File: src/rtl/mult_writeback_unit.sv
// Sequential 8x8 shift-add multiplier that writes its 16-bit product back to the
// register file as two byte writes (low half, then high half).
module mult_writeback_unit (
    input  logic        clock,
    input  logic        resetN,
    input  logic        start,
    input  logic [7:0]  operandA,
    input  logic [7:0]  operandB,
    input  logic        signedMode,
    input  logic [2:0]  destLo,
    input  logic [2:0]  destHi,
    output logic        busy,
    output logic        done,
    output logic        regWrite,
    output logic [2:0]  writeRegister,
    output logic [7:0]  writeData,
    output logic [15:0] product
);

    localparam int unsigned DataW = 8;
    localparam int unsigned AddrW = 3;
    localparam int unsigned ProdW = 2 * DataW;
    localparam int unsigned StepW = 3;
    localparam logic [StepW-1:0] LastStep = StepW'(DataW - 1);

    typedef enum logic [1:0] {
        IDLE  = 2'd0,
        MUL   = 2'd1,
        WR_LO = 2'd2,
        WR_HI = 2'd3
    } state_t;

    state_t             state;
    logic [ProdW-1:0]   acc;
    logic [ProdW-1:0]   multiplicand;
    logic [DataW-1:0]   multiplier;
    logic [StepW-1:0]   stepCount;
    logic [AddrW-1:0]   destLoReg;
    logic [AddrW-1:0]   destHiReg;
    logic               signedReg;
    logic               signDiffReg;

    logic [DataW-1:0]   magA;
    logic [DataW-1:0]   magB;
    logic [ProdW-1:0]   accNext;
    logic [ProdW-1:0]   finalProduct;
    logic               acceptStart;

    // Operand magnitudes, next accumulator value and sign-corrected result.
    always_comb begin
        magA         = operandA;
        magB         = operandB;
        accNext      = acc;
        finalProduct = '0;
        if (signedMode && operandA[DataW-1]) begin
            magA = DataW'(8'd0 - operandA);
        end
        if (signedMode && operandB[DataW-1]) begin
            magB = DataW'(8'd0 - operandB);
        end
        if (multiplier[0]) begin
            accNext = ProdW'(acc + multiplicand);
        end
        finalProduct = (signedReg && signDiffReg) ? ProdW'(16'd0 - accNext) : accNext;
    end

    // A start seen on the final write edge chains straight into the next multiply.
    assign acceptStart = start && ((state == IDLE) || (state == WR_HI));

    always_ff @(posedge clock or negedge resetN) begin
        if (!resetN) begin
            state         <= IDLE;
            busy          <= 1'b0;
            done          <= 1'b0;
            regWrite      <= 1'b0;
            writeRegister <= '0;
            writeData     <= '0;
            product       <= '0;
            acc           <= '0;
            multiplicand  <= '0;
            multiplier    <= '0;
            stepCount     <= '0;
            destLoReg     <= '0;
            destHiReg     <= '0;
            signedReg     <= 1'b0;
            signDiffReg   <= 1'b0;
        end else begin
            done          <= 1'b0;
            regWrite      <= 1'b0;
            writeRegister <= '0;
            writeData     <= '0;

            case (state)
                IDLE: begin
                    busy <= 1'b0;
                end
                MUL: begin
                    acc          <= accNext;
                    multiplicand <= multiplicand << 1;
                    multiplier   <= multiplier >> 1;
                    stepCount    <= stepCount + StepW'(1);
                    if (stepCount == LastStep) begin
                        state         <= WR_LO;
                        product       <= finalProduct;
                        regWrite      <= 1'b1;
                        writeRegister <= destLoReg;
                        writeData     <= finalProduct[DataW-1:0];
                    end
                end
                WR_LO: begin
                    state         <= WR_HI;
                    regWrite      <= 1'b1;
                    writeRegister <= destHiReg;
                    writeData     <= product[ProdW-1:DataW];
                end
                WR_HI: begin
                    state <= IDLE;
                    busy  <= 1'b0;
                    done  <= 1'b1;
                end
                default: begin
                    state <= IDLE;
                    busy  <= 1'b0;
                end
            endcase

            // Capture everything the operation needs so later input changes are harmless.
            if (acceptStart) begin
                state        <= MUL;
                busy         <= 1'b1;
                acc          <= '0;
                stepCount    <= '0;
                multiplicand <= ProdW'(magA);
                multiplier   <= magB;
                destLoReg    <= destLo;
                destHiReg    <= destHi;
                signedReg    <= signedMode;
                signDiffReg  <= operandA[DataW-1] ^ operandB[DataW-1];
            end
        end
    end

endmodule

File: config.mk
export PLATFORM = sky130hd
export DESIGN_NAME = mult_writeback_unit
export DESIGN_NICKNAME = d
export VERILOG_FILES = /design/src/rtl/mult_writeback_unit.sv
export SDC_FILE = /design/constraint.sdc
export NUM_CORES = 1
export LEC_CHECK = 0
export ABC_CLOCK_PERIOD_IN_PS = 3500
export CORE_AREA = 2 2 149 78
export DETAILED_ROUTE_END_ITERATION = 7
export DIE_AREA = 0 0 151 80
export PLACE_DENSITY = 0.71
export SLEW_MARGIN = 20
export SYNTH_ARGS = -nofsm -noshare
export SYNTH_HDL_FRONTEND = slang
export SYNTH_SLANG_ARGS = --single-unit
File: constraint.sdc
create_clock -name clock -period 3.5 [get_ports clock]
set_input_delay 0.7 -clock clock [delete_from_list [all_inputs] [get_ports clock]]
set_output_delay 0.7 -clock clock [all_outputs]
set_load 0.1 [all_outputs]
* After elaboration in Yosys (flattened, before gate mapping)
Index checks and enable logic that the tools add are counted.
Widths: inputs -> output; s select.
** Storage, ports and cells
- Register bits after elaboration :: 83
- Bits of input ports :: 26
- Output and inout bits :: 30
- Logic and storage cells :: 62
** Operators by class
- $add $sub $neg :: 5
- Equal/unequal tests :: 5
- Multiplexer cells :: 24
- Bitwise gates (word level) :: 1
- Reductions and logical operators :: 12
** Operators with widths (count)
- $mux 16 :: 6
- $mux 8 :: 5
- $add 16x16->16 :: 1
- $pmux 8 s2 :: 1
- $sub 1x16->16 const A :: 1
- $sub 1x8->8 const A :: 2
- $mux 3 :: 3
- $pmux 2 s3 :: 1
- $pmux 3 s2 :: 1
- $eq 2x2->1 const B :: 2
- $logic_and 1x1->1 :: 4
- $mux 1 :: 4
- $mux 2 :: 2
- $reduce_and 2->1 :: 2
- $reduce_bool 2->1 :: 2
- $reduce_bool 4->1 :: 1
- $add 3x1->3 const B :: 1
- $eq 3x3->1 const B :: 1
- $ne 3x3->1 const B :: 1
- $eq 2x1->1 const B :: 1
- $logic_not 2->1 :: 1
- $pmux 1 s2 :: 1
- $reduce_or 2->1 :: 1
- $logic_or 1x1->1 :: 1
- $xor 1x1->1 :: 1

* Logic depth before layout (Yosys ltp)
Gate-level depths: netlist of run 1.
- Depth after elaboration :: 6
- Gate-level depth with buffers :: 11
- Depth with buffers taken out :: 11

* Worst setup path before layout of run 1
Ideal clock, no wire load.
- Path kind :: register to register
- Start :: reg acc[0]
- End :: reg product[13]
- Setup time :: 0.126 ns
- Arrival time :: 2.647 ns
- Required time :: 3.374 ns
- Slack :: 0.727 ns
- Stages on the path, launching flop included :: 12
- Path buffers :: 0
- Period minus slack after synthesis :: 2.773 ns
- Cell sequence :: dfrtp_1 ha_1 inv_1 fa_1 nand2b_1 a21boi_2 o211ai_1 mux2_2 nor3_2 nand3_1 o2111a_1 a221o_1
** On the way
- Cells in the longest elaborated chain, start to end :: 4
** Ends and longest elaborated chain
- from (decl) :: line 34 : logic [ProdW-1:0] acc;
- from (signal assigned) :: line 98 : acc <= accNext;
- $add 16x16->16 :: line 62 : accNext = ProdW'(acc + multiplicand);
- $mux 16 (*) :: line 61 : if (multiplier[0]) begin
- $sub 1x16->16 :: line 64 : finalProduct = (signedReg && signDiffReg) ? ProdW'(16'd0 - accNext) : accNext;
- $mux 16 (*) :: line 64
- to (signal assigned) :: line 104 : product <= finalProduct;
- to (decl) :: line 17 : output logic [15:0] product
Mark *: on every way between the ends. The rest lies on a longest branch, timed or not.
A chain may end at the register's enable or synchronous reset.

* Worst setup path after layout of run 1
- Start :: reg multiplicand[3]
- End :: reg product[14]
** On the way
- Cells in the longest elaborated chain, start to end :: 4
** Ends and longest elaborated chain
- from (decl) :: line 35 : logic [ProdW-1:0] multiplicand;
- from (signal assigned) :: line 99 : multiplicand <= multiplicand << 1;
- from (signal assigned) :: line 133 : multiplicand <= ProdW'(magA);
- $add 16x16->16 (*) :: line 62
- $mux 16 (*) :: line 61
- $sub 1x16->16 :: line 64
- $mux 16 (*) :: line 64
Marks and branches as above.

==> results.py, run 1 <==
metrics = {
    "sta": {
        "setup_ws_ps": 301,
        "hold_slack_ps": 396,
        "finalSetupViolCount": 0,
        "timing.fmax_mhz": 313,
        "max-slew-margin-rel_pct": 33.5,
        "worstMarginPinSlew_ps": 995,
        "fin_skew_ps": 7.60,
        "grt_setup_unrepaired": "no",
        "fin_setup_tns_ps": 0,
        "final-max-slew-violation-count": 0,
        "hold_viol": 0,
        "min_period_ps": 3200,
        "period_share_pct": 91.4,
    },
    "critical_path": {
        "r2r-start": "multiplicand[3]",
        "required_ps": 3760,
        "cpPeakStageDelay_ps": 510,
        "crit_start": "multiplicand[3]",
        "cp_top_family": "simple AND/OR/NAND/NOR gates",
        "crit_arrival_ps": 3460,
        "slowest_stage": "a221oi_4",
        "critPathCaptureType": "flop",
        "critPathKind": "flop to flop",
        "cp-start-kind": "flop",
        "crit_buf_inv": 0,
        "crit_fanout": 9,
        "crit_chain": "ha_1 -> a21o_1 -> a221oi_4 -> or4_1 -> nand3_1 -> nor3_2 -> a41oi_4 -> or3_1 -> a31oi_1",
    },
    "hold_path": {
        "min-delay-path-class": "input pin to asynchronous set/reset pin",
    },
    "floorplan": {
        "rows": 27,
        "coreArea_um2": 10700,
        "dieArea_um2": 12100,
        "initial_core_util_pct": 49.0,
        "pin_count": 56,
        "die_w_um": 151,
        "die_y_um": 80,
    },
    "global_routing": {
        "grt_use_total_pct": 24.5,
        "antenna_found_initial": 0,
        "grt_pass1_wl_um": 22800,
        "grt_pass1_vias": 4286,
        "grt_max_degree": 84,
        "grt_overflow": 0,
    },
    "synthesis": {
        "yosysSeqAreaShare_pct": 39.4,
        "synthCells": 590,
        "synth_area_um2": 5270,
        "synth_nets": 643,
        "ys_types": 71,
        "ys_ff_latch": 83,
        "yosysWarnings": 0,
        "yosys-top-cells-count": "nand2_1, dfrtp_1, nor2_1",
        "async_reset_ff_share_pct": 100,
        "postSynthAreaPerCell_um2": 8.93,
        "yosysMostFrequentCell": "nand2_1",
        "synthTopCellsByArea": "dfrtp_1, nand2_1, ha_1, mux2i_1, nor2_1",
        "synth_top_area_share_pct": 39.4,
        "synth_edf_count": 0,
        "synth.largest_area_cell": "dfrtp_1",
        "ys.flop_type": "dfrtp_1",
    },
    "place": {
        "place_congestion": 0.928,
        "dp_slack_ps": 397,
        "dpl_cell_area_um2": 5920,
        "port_buffers": 55,
        "post-dp-hpwl_um": 10200,
    },
    "clock_tree": {
        "post_cts_resized": 0,
        "cts.sinks": 83,
        "htreeDepth": 3,
        "worstSkewPairLatency_ps": 340,
        "ctsHoldBuffers": 0,
        "clk_path_buf_depth": 2,
        "cts_tree": "built",
        "ctsRootBufferMaster": "clkbuf_16",
        "post_cts_buffers": 0,
        "cts-buffers-inserted": 9,
        "cts.reportedPaths.clkPinSlew_ps": 70,
    },
    "final_layout": {
        "final_area_um2": 6250,
        "fillCellCount": 935,
        "flow.area_growth_from_synthesis_pct": 18.7,
        "multi_input_area_um2": 3000,
        "n_antenna_cell": 0,
        "finalNetCount": 685,
        "seq_area_um2": 2080,
        "drive_gt1_share_pct": 6.91,
    },
    "drt": {
        "drt_wl_total_um": 13700,
        "wl_per_cell_um": 17.5,
        "first_pass_iters": 5,
        "post_drt_via_cell_ratio": 5.83,
        "vias": 4559,
        "antenna_left": 0,
        "drc": 0,
        "drtIter0Drc": 375,
    },
    "pwr": {
        "power_density_nw_per_um2": 952,
        "max-vdd-ir-drop_mv": 0.380,
        "leakagePower_uw": 0.00280,
    },
    "job": {
        "maxCapViolations": 0,
    },
    "outcome": {
        "status": "finished, final reports clean",
    },
}
## flip-flops by register name (all words and copies together), names as in the netlist, 2 cells and up
name           count
acc               16
destHiReg          3
stepCount          3
product           16
writeData          8
destLoReg          3
writeRegister      3
multiplier         8
state              2
multiplicand      16
## area by class of cell
cell class                      count  area share (%)
Sequential cell                    83            33.2
Tap cell                          145            2.90
Multi-Input combinational cell    459            48.0
Inverter                           17            1.02
Timing Repair Buffer               62            9.63
Clock buffer                        9            3.60
Clock inverter                      7            1.58
## per-stage QoR
step	power, uW	util (%)	std cells
2_1_floorplan	4010	-	590
3_3_place_gp	4790	55.1	766
3_5_place_dp	4860	55.1	766
4_1_cts	5920	58.2	782
5_1_grt	6370	58.2	782
6_report	5950	58.2	782
## path summary, 6_finish.rpt
kind,to,slack (ps),cells after the start
setup / recovery,product[14],300,9
min in group clock,product[4],480,2
setup reg to reg,product[14],300,9
hold reg to reg,product[4],480,2
hold / removal,acc[9],400,1
max in group asynchronous,destHiReg[1],2560,1
## report_power, final
group | internal, uW | switching [uW] | leakage (uW)
Clock | 630 | 405 | 0.000156
Combinational | 1170 | 2230 | 0.00155
Sequential | 1260 | 263 | 0.00109
## cell usage in the layout (no fill, tap or decap), types with 16 or more instances in the layout
master           instances
inv_1                   17
nor2_1                  67
mux2i_1                 30
dfrtp_1                 83
xor2_1                  16
ha_1                    25
o21ai_0                 36
nand2_1                 87
a21oi_1                 32
clkdlybuf4s50_1         53
## layer usage
metal / global-route usage (%) / up-vias / wire length (um)
li1: - / 2182 / -
met1: 38.4 / 2197 / 7260
met2: 33.9 / 164 / 5360
met3: 5.71 / 16 / 940
met4: 5.05 / 0 / 151
met5: 0 / - / 0
## cell families after synthesis
logic type	after synthesis	share of synthesized area [%]
buffers and inverters	48	3.61
AOI/OAI and AO/OA	147	19.8
muxes	33	6.39
and+or+nand+nor	222	19.1
adders and majority gates	27	6.56
DFF	83	39.4
xor gates and xnor gates	30	5.13
(Power assumes the default switching activity.)
==> run 2, diff against run 1 <==
--- a/config.mk
+++ b/config.mk
@@ -9,6 +9,7 @@
 export CORE_AREA = 2 2 149 78
 export DETAILED_ROUTE_END_ITERATION = 7
 export DIE_AREA = 0 0 151 80
+export MAX_ROUTING_LAYER = met4
 export PLACE_DENSITY = 0.71
 export SLEW_MARGIN = 20
 export SYNTH_ARGS = -nofsm -noshare
==> run 2 against run 1 <==
Against the previous run: maximum frequency increased by 1.8%; hold slack got worse by 39 ps; worst setup slack improved by 57 ps; die area unchanged; utilization increased by 0.12 points; global-route usage increased by 0.76 points; sequential share of layout area decreased by 0.066 points; cell area increased by 0.20%; total power increased by 0.24%; critical path type unchanged.
==> results.py, run 2 (synthesis gave the netlist of run 1 again) <==
metrics = {
    "floorplan": {
        "rows": 27,
        "coreArea_um2": 10700,
        "dieArea_um2": 12100,
        "die_y_um": 80,
        "die_w_um": 151,
        "pin_count": 56,
        "initial_core_util_pct": 49.0,
    },
    "critical_path": {
        "cp-start-kind": "flop",
        "crit_fanout": 5,
        "r2r_end": "product[14]",
        "critPathKind": "flop to flop",
        "crit_arrival_ps": 3410,
        "critPathCaptureType": "flop",
        "r2r-start": "multiplicand[0]",
        "required_ps": 3760,
        "reg2reg_depth": 11,
        "reg2reg_slack_ps": 360,
    },
    "sta": {
        "max-slew-margin-rel_pct": 33.8,
        "min_period_ps": 3140,
        "grt_setup_unrepaired": "no",
        "finalSetupViolCount": 0,
        "hold_slack_ps": 358,
        "final-max-slew-violation-count": 0,
        "worstMarginPinSlew_ps": 989,
        "hold_viol": 0,
        "timing.fmax_mhz": 318,
        "fin_skew_ps": 8.18,
        "period_share_pct": 89.8,
        "fin_setup_tns_ps": 0,
        "setup_ws_ps": 359,
    },
    "clock_tree": {
        "post_cts_buffers": 0,
        "cts-buffers-inserted": 9,
        "cts_tree": "built",
        "cts.reportedPaths.clkPinSlew_ps": 70,
        "post_cts_resized": 0,
        "worstSkewPairLatency_ps": 340,
        "cts.sinks": 83,
        "ctsRootBufferMaster": "clkbuf_16",
        "ctsHoldBuffers": 0,
        "clk_path_buf_depth": 2,
        "htreeDepth": 3,
    },
    "global_routing": {
        "grt_use_total_pct": 25.3,
        "grt_max_degree": 55,
        "grt_overflow": 0,
        "antenna_found_initial": 0,
        "grt_pass1_wl_um": 22800,
        "grt_pass1_vias": 4295,
    },
    "final_layout": {
        "top_regs": "acc (16), multiplicand (16), product (16)",
        "fillCellCount": 954,
        "seq_area_um2": 2080,
        "final_area_um2": 6260,
        "drive_gt1_share_pct": 7.20,
        "flow.area_growth_from_synthesis_pct": 18.9,
        "finalNetCount": 687,
        "final_cell_mix": "nand2_1, dfrtp_1, nor2_1",
        "multi_input_area_um2": 3000,
        "final_common_cell": "nand2_1",
        "n_antenna_cell": 0,
    },
    "place": {
        "place_congestion": 0.913,
        "port_buffers": 55,
        "dpl_cell_area_um2": 5940,
        "post-dp-hpwl_um": 10400,
        "dp_slack_ps": 396,
    },
    "drt": {
        "drc": 0,
        "wl_per_cell_um": 17.9,
        "drtIter0Drc": 338,
        "first_pass_iters": 5,
        "antenna_left": 0,
        "post_drt_via_cell_ratio": 5.81,
        "drt_wl_total_um": 14000,
        "vias": 4553,
    },
    "outcome": {
        "status": "finished, final reports clean",
    },
    "pwr": {
        "max-vdd-ir-drop_mv": 0.442,
        "power_density_nw_per_um2": 952,
        "leakagePower_uw": 0.00281,
    },
    "job": {
        "maxCapViolations": 0,
    },
    "hold_path": {
        "min-delay-path-class": "input pin to asynchronous set/reset pin",
    },
}
==> run 2: cell count changes in the layout (fill, tap and decap cells not counted), sizes merged <==
cell,change
clkinv,-1
clkinvlp,+1
buf,+2
==> run 2: worst max path at each step <==
stage                                from     endpoint  slack [ps]  cells past startpoint
after floorplan                    acc[0]  product[13]         730                     11
after CTS                 multiplicand[0]  product[14]         390                     11
after global placement             acc[4]  product[13]         470                      9
after global routing      multiplicand[0]  product[13]         170                     11
final                     multiplicand[0]  product[14]         360                     11
after detailed placement           acc[4]  product[14]         400                      9
==> run 2: layout make-up <==
cell class              count  area share [%]
multi-input cells         459            48.0
flip-flops and latches     83            33.2
repair buffers             64            9.79
clock buffers               9            3.59
well taps                 145            2.90
clock inverters             7            1.60
inverters                  17            1.02
==> run 2: power by group <==
part | internal, uW | total (uW) | switching, uW
sequential | 1260 | 1520 | 261
clock | 631 | 1040 | 406
combinational | 1160 | 3400 | 2240
total | 3060 | 5960 | 2910
==> run 2: through the flow <==
step	power, uW	util, %	std cells
floorplan	4010	-	590
global placement	4790	55.3	768
detailed placement	4860	55.3	768
CTS	5930	58.3	784
global route	6360	58.3	784
finish	5960	58.3	784
==> run 2: metal layers <==
metal  track usage [%]  part of all wire [%]  vias up  wire, um
li1                  -                     -     2186         -
met1              38.5                    52     2186      7350
met2              33.9                    39      171      5530
met3              6.06                   7.5       10      1050
met4              4.67                  0.61        0        86
met5                 -                     0        -         0
==> run 2: critical path: stages, from the launching register on <==
cell and delay [ps]:
dfrtp_1 380, ha_1 210, inv_1 70, fa_1 400, nand2b_1 210, a21boi_2 210
o21ai_0 120, a31oi_2 450, and4b_4 350, a41oi_4 130, or3_1 380, a31oi_1 160
